File: src/rtl/bitfusion_pkg.sv
// Shared types, default widths, saturation limits and the brick-to-slice mapping
// for the bit-fusion PE.
package bitfusion_pkg;

   localparam int N_BRICK_DEF = 16;
   localparam int SUM_W_DEF   = 18;
   localparam int SHIFT_W_DEF = 4;
   localparam int ACC_W_DEF   = 32;

   localparam logic signed [ACC_W_DEF-1:0] ACC_MAX = {1'b0, {(ACC_W_DEF-1){1'b1}}};
   localparam logic signed [ACC_W_DEF-1:0] ACC_MIN = {1'b1, {(ACC_W_DEF-1){1'b0}}};

   typedef enum logic [1:0] {
      MODE_2B  = 2'b00,
      MODE_4B  = 2'b01,
      MODE_8B  = 2'b10,
      MODE_RSV = 2'b11
   } mode_t;

   typedef enum logic {
      ST_IDLE  = 1'b0,
      ST_ACCUM = 1'b1
   } state_t;

   typedef struct packed {
      logic [4:0] a_lsb;
      logic [4:0] w_lsb;
      logic [3:0] shift;
      logic       a_top;
      logic       w_top;
   } brick_map_t;

   // Brick b pairs activation slice si with weight slice sj of one element and
   // weights the product by 2^(2(si+sj)); only an element's top slice is signed.
   function automatic brick_map_t brick_map(mode_t mode, int unsigned b);
      brick_map_t  m;
      int unsigned si;
      int unsigned sj;
      int unsigned base;
      m    = '0;
      si   = 0;
      sj   = 0;
      base = 0;
      case (mode)
         MODE_4B: begin
            base    = 4 * (b / 4);
            si      = b % 2;
            sj      = (b / 2) % 2;
            m.a_lsb = 5'(base + 2 * si);
            m.w_lsb = 5'(base + 2 * sj);
            m.shift = 4'(2 * (si + sj));
            m.a_top = (si == 1);
            m.w_top = (sj == 1);
         end
         MODE_8B: begin
            si      = b % 4;
            sj      = b / 4;
            m.a_lsb = 5'(2 * si);
            m.w_lsb = 5'(2 * sj);
            m.shift = 4'(2 * (si + sj));
            m.a_top = (si == 3);
            m.w_top = (sj == 3);
         end
         default: begin
            m.a_lsb = 5'(2 * b);
            m.w_lsb = 5'(2 * b);
            m.shift = 4'd0;
            m.a_top = 1'b1;
            m.w_top = 1'b1;
         end
      endcase
      return m;
   endfunction

endpackage

File: src/rtl/bitfusion_brick.sv
// 2x2-bit multiplier brick; each operand slice is independently signed or unsigned.
module bitfusion_brick (
   input  logic              [1:0] a,
   input  logic              [1:0] w,
   input  logic                    a_signed,
   input  logic                    w_signed,
   output logic signed       [5:0] prod
);

   logic signed [2:0] a_x;
   logic signed [2:0] w_x;

   assign a_x  = {a_signed & a[1], a};
   assign w_x  = {w_signed & w[1], w};
   assign prod = 6'(a_x) * 6'(w_x);

endmodule

File: src/rtl/bitfusion_fuse_tree.sv
// Combinational fusion tree: routes operand slices to the bricks for the current
// mode, weights each brick product and sums them into the per-beat result.
module bitfusion_fuse_tree
   import bitfusion_pkg::*;
#(
   parameter int N_BRICK = N_BRICK_DEF,
   parameter int SUM_W   = SUM_W_DEF
) (
   input  logic        [1:0]           mode,
   input  logic                        a_signed,
   input  logic                        w_signed,
   input  logic        [2*N_BRICK-1:0] activation,
   input  logic        [2*N_BRICK-1:0] weight,
   output logic signed [SUM_W-1:0]     beat_sum
);

   logic signed [SUM_W-1:0] term [N_BRICK];

   for (genvar b = 0; b < N_BRICK; b++) begin : g_brick
      brick_map_t        m;
      logic signed [5:0] prod;

      assign m = brick_map(mode_t'(mode), b);

      bitfusion_brick u_brick (
         .a        (activation[m.a_lsb +: 2]),
         .w        (weight[m.w_lsb +: 2]),
         .a_signed (a_signed & m.a_top),
         .w_signed (w_signed & m.w_top),
         .prod     (prod)
      );

      assign term[b] = SUM_W'(prod) <<< m.shift;
   end

   // NOTE: the sum starts from a default before the loop so always_comb never infers a latch.
   always_comb begin
      beat_sum = '0;
      for (int i = 0; i < N_BRICK; i++) begin
         beat_sum = beat_sum + term[i];
      end
   end

endmodule

File: src/rtl/bitfusion_pe_acc.sv
// Bit-fusion PE: fused beat sum registered in stage 1, then shifted and
// accumulated with saturation across a multi-beat group in stage 2.
module bitfusion_pe_acc
   import bitfusion_pkg::*;
#(
   parameter int N_BRICK = N_BRICK_DEF,
   parameter int SUM_W   = SUM_W_DEF,
   parameter int SHIFT_W = SHIFT_W_DEF,
   parameter int ACC_W   = ACC_W_DEF
) (
   input  logic                        i_clk,
   input  logic                        i_rst_n,
   input  logic                        i_valid,
   input  logic                        i_last,
   input  logic                        i_clear,
   input  logic        [1:0]           i_mode,
   input  logic                        i_A_signed,
   input  logic                        i_W_signed,
   input  logic        [SHIFT_W-1:0]   i_shift,
   input  logic        [2*N_BRICK-1:0] i_activation,
   input  logic        [2*N_BRICK-1:0] i_weight,
   output logic                        o_valid,
   output logic signed [ACC_W-1:0]     o_acc,
   output logic                        o_ovf
);

   localparam int SHF_W  = SUM_W + 15;
   localparam int WIDE_W = ((ACC_W > SHF_W) ? ACC_W : SHF_W) + 2;
   localparam logic signed [WIDE_W-1:0] SAT_MAX = WIDE_W'({1'b0, {(ACC_W-1){1'b1}}});
   localparam logic signed [WIDE_W-1:0] SAT_MIN = ~SAT_MAX;

   logic signed [SUM_W-1:0]   beat_sum;
   logic                      s1_valid;
   logic                      s1_last;
   logic signed [SUM_W-1:0]   s1_sum;
   logic        [SHIFT_W-1:0] s1_shift;

   state_t                    state_q;
   state_t                    state_d;
   logic signed [ACC_W-1:0]   acc_q;
   logic                      ovf_q;

   logic                      take;
   logic signed [SHF_W-1:0]   shifted;
   logic signed [WIDE_W-1:0]  base_w;
   logic signed [WIDE_W-1:0]  sum_w;
   logic signed [ACC_W-1:0]   sat_acc;
   logic                      clip;
   logic                      ovf_now;

   bitfusion_fuse_tree #(
      .N_BRICK (N_BRICK),
      .SUM_W   (SUM_W)
   ) u_fuse (
      .mode       (i_mode),
      .a_signed   (i_A_signed),
      .w_signed   (i_W_signed),
      .activation (i_activation),
      .weight     (i_weight),
      .beat_sum   (beat_sum)
   );

   // NOTE: sequential state uses non-blocking assignments so every register samples pre-edge values.
   always_ff @(posedge i_clk or negedge i_rst_n) begin
      if (!i_rst_n) begin
         s1_valid <= 1'b0;
         s1_last  <= 1'b0;
         s1_sum   <= '0;
         s1_shift <= '0;
      end else begin
         s1_valid <= i_valid;
         if (i_valid) begin
            s1_sum   <= beat_sum;
            s1_shift <= i_shift;
            s1_last  <= i_last;
         end
      end
   end

   // A clear in the same cycle wins over the stage-1 beat; a new beat still enters stage 1.
   assign take = s1_valid & ~i_clear;

   always_comb begin
      state_d = state_q;
      if (i_clear) begin
         state_d = ST_IDLE;
      end else if (s1_valid) begin
         state_d = s1_last ? ST_IDLE : ST_ACCUM;
      end
   end

   always_comb begin
      shifted = SHF_W'(s1_sum) <<< s1_shift;
      base_w  = (state_q == ST_ACCUM) ? WIDE_W'(acc_q) : '0;
      sum_w   = base_w + WIDE_W'(shifted);
      clip    = 1'b0;
      sat_acc = sum_w[ACC_W-1:0];
      if (sum_w > SAT_MAX) begin
         sat_acc = SAT_MAX[ACC_W-1:0];
         clip    = 1'b1;
      end else if (sum_w < SAT_MIN) begin
         sat_acc = SAT_MIN[ACC_W-1:0];
         clip    = 1'b1;
      end
      ovf_now = clip | ((state_q == ST_ACCUM) & ovf_q);
   end

   always_ff @(posedge i_clk or negedge i_rst_n) begin
      if (!i_rst_n) begin
         state_q <= ST_IDLE;
         acc_q   <= '0;
         ovf_q   <= 1'b0;
         o_valid <= 1'b0;
         o_acc   <= '0;
         o_ovf   <= 1'b0;
      end else begin
         state_q <= state_d;
         o_valid <= take & s1_last;
         if (i_clear) begin
            acc_q <= '0;
            ovf_q <= 1'b0;
         end else if (take) begin
            acc_q <= sat_acc;
            ovf_q <= ovf_now;
         end
         if (take && s1_last) begin
            o_acc <= sat_acc;
            o_ovf <= ovf_now;
         end
      end
   end

endmodule
File: config.mk
export PLATFORM = sky130hd
export DESIGN_NAME = bitfusion_pe_acc
export DESIGN_NICKNAME = d
export VERILOG_FILES = /design/src/rtl/bitfusion_pkg.sv /design/src/rtl/bitfusion_brick.sv /design/src/rtl/bitfusion_fuse_tree.sv /design/src/rtl/bitfusion_pe_acc.sv
export SDC_FILE = /design/constraint.sdc
export NUM_CORES = 1
export LEC_CHECK = 0
export BUFFER_PORTS_ARGS = -buffer_cell sky130_fd_sc_hd__buf_2
export CORE_MARGIN = 3
export CORE_UTILIZATION = 40
export DETAILED_ROUTE_END_ITERATION = 10
export PLACE_DENSITY = 0.56
export SLEW_MARGIN = 20
export SYNTH_ARGS = -nofsm -noshare
export SYNTH_HDL_FRONTEND = slang
export SYNTH_SLANG_ARGS = --single-unit
File: constraint.sdc
create_clock -name i_clk -period 5.2 [get_ports i_clk]
set_input_delay 0.26 -clock i_clk [delete_from_list [all_inputs] [get_ports i_clk]]
set_output_delay 0.26 -clock i_clk [all_outputs]
set_load 0.005 [all_outputs]
==> results.tsv <==
stage	metric	value	unit
timing	finalClockSkew	0.00834	ns
timing	drv_slew	0	
logic_synthesis	synth_fp_nets	2911	
final_layout	final_cell_mix	buf_4 (509), inv_1 (330), fa_1 (255), nor2_1 (184), nand2_1 (172)	
global_route	grt_pass1_vias	19900	
logic_synthesis	synth_ff_type	dfrtp_1	
global_route	overflow	0	
route	routed_wl	73500	microns
clock_network	clock-sinks	92	
clock_network	numCtsBuffers	9	
logic_synthesis	synth_edf_count	0	
floorplanning	coreArea	51600	sq um
logic_synthesis	ys_warn_count	0	
setup_path	cp_max_fo	4	
route	route.detailed.wl_per_inst	20.1	microns
route	antenna_left	0	
floorplanning	die_x	235	microns
setup_path	end_kind	register	
logic_synthesis	avgSynthCellArea	8.72	sq um
logic_synthesis	synth_area_leaders	fa_1 (29%), dfrtp_1 (11%), ha_1 (7.6%), inv_1 (6.7%), mux4_2 (5.0%)	
job	maxCapViolations	0	
clock_network	htreeDepth	3	
logic_synthesis	synth.yosys.seq_area_share	11.0	%
setup_path	cp_common_cell	fa_1	
setup_path	crit_arrival	8.77	ns
logic_synthesis	synth_top_cell_by_area	fa_1	
clock_network	clk_pin_slew	0.06	ns
setup_path	critPathBufInv	8	
status	violations	setup timing	
global_route	grt_pass1_wl	113000	microns
clock_network	root_buffer	clkbuf_16	
timing	slew_headroom	32.9	%
timing	finalCritPeriodShare	164	%
floorplanning	die_h	235	microns
setup_path	startpoint	i_mode[0]	
final_layout	diodes	0	
setup_path	crit_end	s1_sum[17]	
logic_synthesis	synth_area	21000	sq um
global_route	grt_max_degree	66	
min_path	hold_path_class	in2reg	
placement	dpl.hpwl	61500	microns
floorplanning	initial_core_util	40.7	%
timing	layout_min_cycle_time	8.52	ns
setup_path	reg2reg_from	s1_shift[1]	
setup_path	crit_path_start_kind	input pin	
setup_path	path_class	in2reg	
clock_network	cts_tree	yes	
timing	setup_violations	17	
setup_path	worst-r2r-cell-count	18	
clock_network	clk_latency	0.36	ns
final_layout	stdcell_count	3656	
min_path	hold_depth	3	
route	drt_first_pass_iters	5	
final_layout	area_delta_synth_final	35.4	%
logic_synthesis	synth_cell_types	73	
logic_synthesis	async_reset_ff_share	100	%
timing	max_freq	117	MHz
setup_path	path_delay_family	adder cells	
route	drcViolationCount	0	
placement	portBuffers	110	
placement	post-place-cells	3552	
timing	final_hold_viol_count	0	
global_route	grt.total_usage	26.2	%
route	vias_per_cell	5.34	
route	num_vias	19500	
logic_synthesis	synthCells	2407	
setup_path	r2r_end	acc_q[13]	
logic_synthesis	ys_ff_latch	92	
timing	worst_slack	-3.32	ns
floorplanning	die-area	55200	sq um
timing	rsz0062_at_grt	yes	
final_layout	final_common_cell	buf_4	
setup_path	critical_path.max_stage_delay	0.59	ns
final_layout	fin_util	55.0	%
route	drtIter0Drc	1350	
setup_path	r2r_setup_slack	0.29	ns
timing	worstMarginPinSlew	1.00	ns
status	outcome	complete, but fails checks	
setup_path	cp.depth	34	
placement	gp_congestion	0.992	
final_layout	nNetsFinal	3475	
global_route	antenna_found_initial	3	
timing	fin_hold_ws	0.106	ns
logic_synthesis	yosys.area.top_type_share	28.5	%
final_layout	layout-drive-gt1-share	37.5	%
clock_network	cts_buffer_depth	2	
setup_path	cp_slowest_cell	mux4_2	
floorplanning	pin_count	111	
setup_path	required	5.45	ns
floorplanning	rows	83	
[worst min-delay path: stages]
cell and delay, ns:
buf_2 0.08, nand2_1 0.04, o21ai_0 0.05
[synthesized netlist by cell type (all sizes together), types with 12 or more instances]
| library cell | n |
|---|---|
| nor2b | 34 |
| fa | 299 |
| clkbuf | 71 |
| xor2 | 21 |
| inv | 375 |
| nand2b | 29 |
| a31oi | 12 |
| nand2 | 189 |
| o21a | 19 |
| nor2 | 208 |
| o21ai | 122 |
| or2 | 29 |
| mux2 | 41 |
| a211oi | 52 |
| and3 | 12 |
| buf | 46 |
| mux2i | 76 |
| a21oi | 161 |
| nor3 | 25 |
| and2 | 68 |
| a21o | 41 |
| mux4 | 47 |
| nand3 | 24 |
| dfrtp | 92 |
| xnor2 | 80 |
| ha | 128 |
[routing by layer]
layer / share of wire, % / GRT usage (%)
met1: 45 / 37.4
met2: 44 / 39.4
met3: 8.2 / 7.07
met4: 2.3 / 6.21
met5: 0.19 / 1.47
[logic make-up after synthesis]
family | after synthesis | synth area share, %
AOI/OAI and AO/OA | 480 | 14.2
xor gates and xnor gates | 101 | 4.22
DFF | 92 | 11.0
and+or+nand+nor | 648 | 14.5
adders and majority gates | 427 | 36.2
muxes | 164 | 10.9
buffers and inverters | 495 | 9.06
[how the worst min path moves through the flow]
stage               start     endpoint  slack, ns
2_1_floorplan     i_rst_n     acc_q[0]      -0.04
3_3_place_gp      i_rst_n      o_valid       0.21
5_1_grt        i_shift[2]  s1_shift[2]       0.11
6_report       i_shift[2]  s1_shift[2]       0.11
3_5_place_dp      i_rst_n    acc_q[29]       0.21
4_1_cts        i_shift[2]  s1_shift[2]       0.09
[stage by stage]
stage | TNS, ns | setup WS (ns) | cell area (sq um)
floorplan | -43.63 | -3.30 | 21900
detailed placement | -66.63 | -4.34 | 26200
CTS | -46.70 | -3.42 | 27200
global route | -49.17 | -3.59 | 28400
global placement | -63.04 | -4.27 | 26200
finish | -44.87 | -3.32 | 28400
[flip-flops by register name (all words and copies together), names as in the netlist]
signal / cells
s1_sum: 18
s1_shift: 4
o_ovf: 1
s1_valid: 1
s1_last: 1
o_valid: 1
state_q: 1
ovf_q: 1
acc_q: 32
o_acc: 32
[repair_timing]
action	4_1_cts	5_1_grt
hold endpoints to repair	27	0
gates resized for setup	99	202
gates cloned	3	1
endpoints found under the setup margin	71	79
hold buffers	1	0
setup buffers	30	59
pin swaps	81	161
[cell type report]
type                       instances  area [sq um]
multi-input combinational       1822         18400
timing repair buffer             668          5130
sequential                        92          2310
clock inverter                     5          60.1
fill                            4560         23200
clock buffer                      11           253
tap                              680           851
inverter                         378          1450
Power is left out: the tool's default activity adds up to more than one toggle a clock period on the data nets, which glitch-free logic cannot reach.
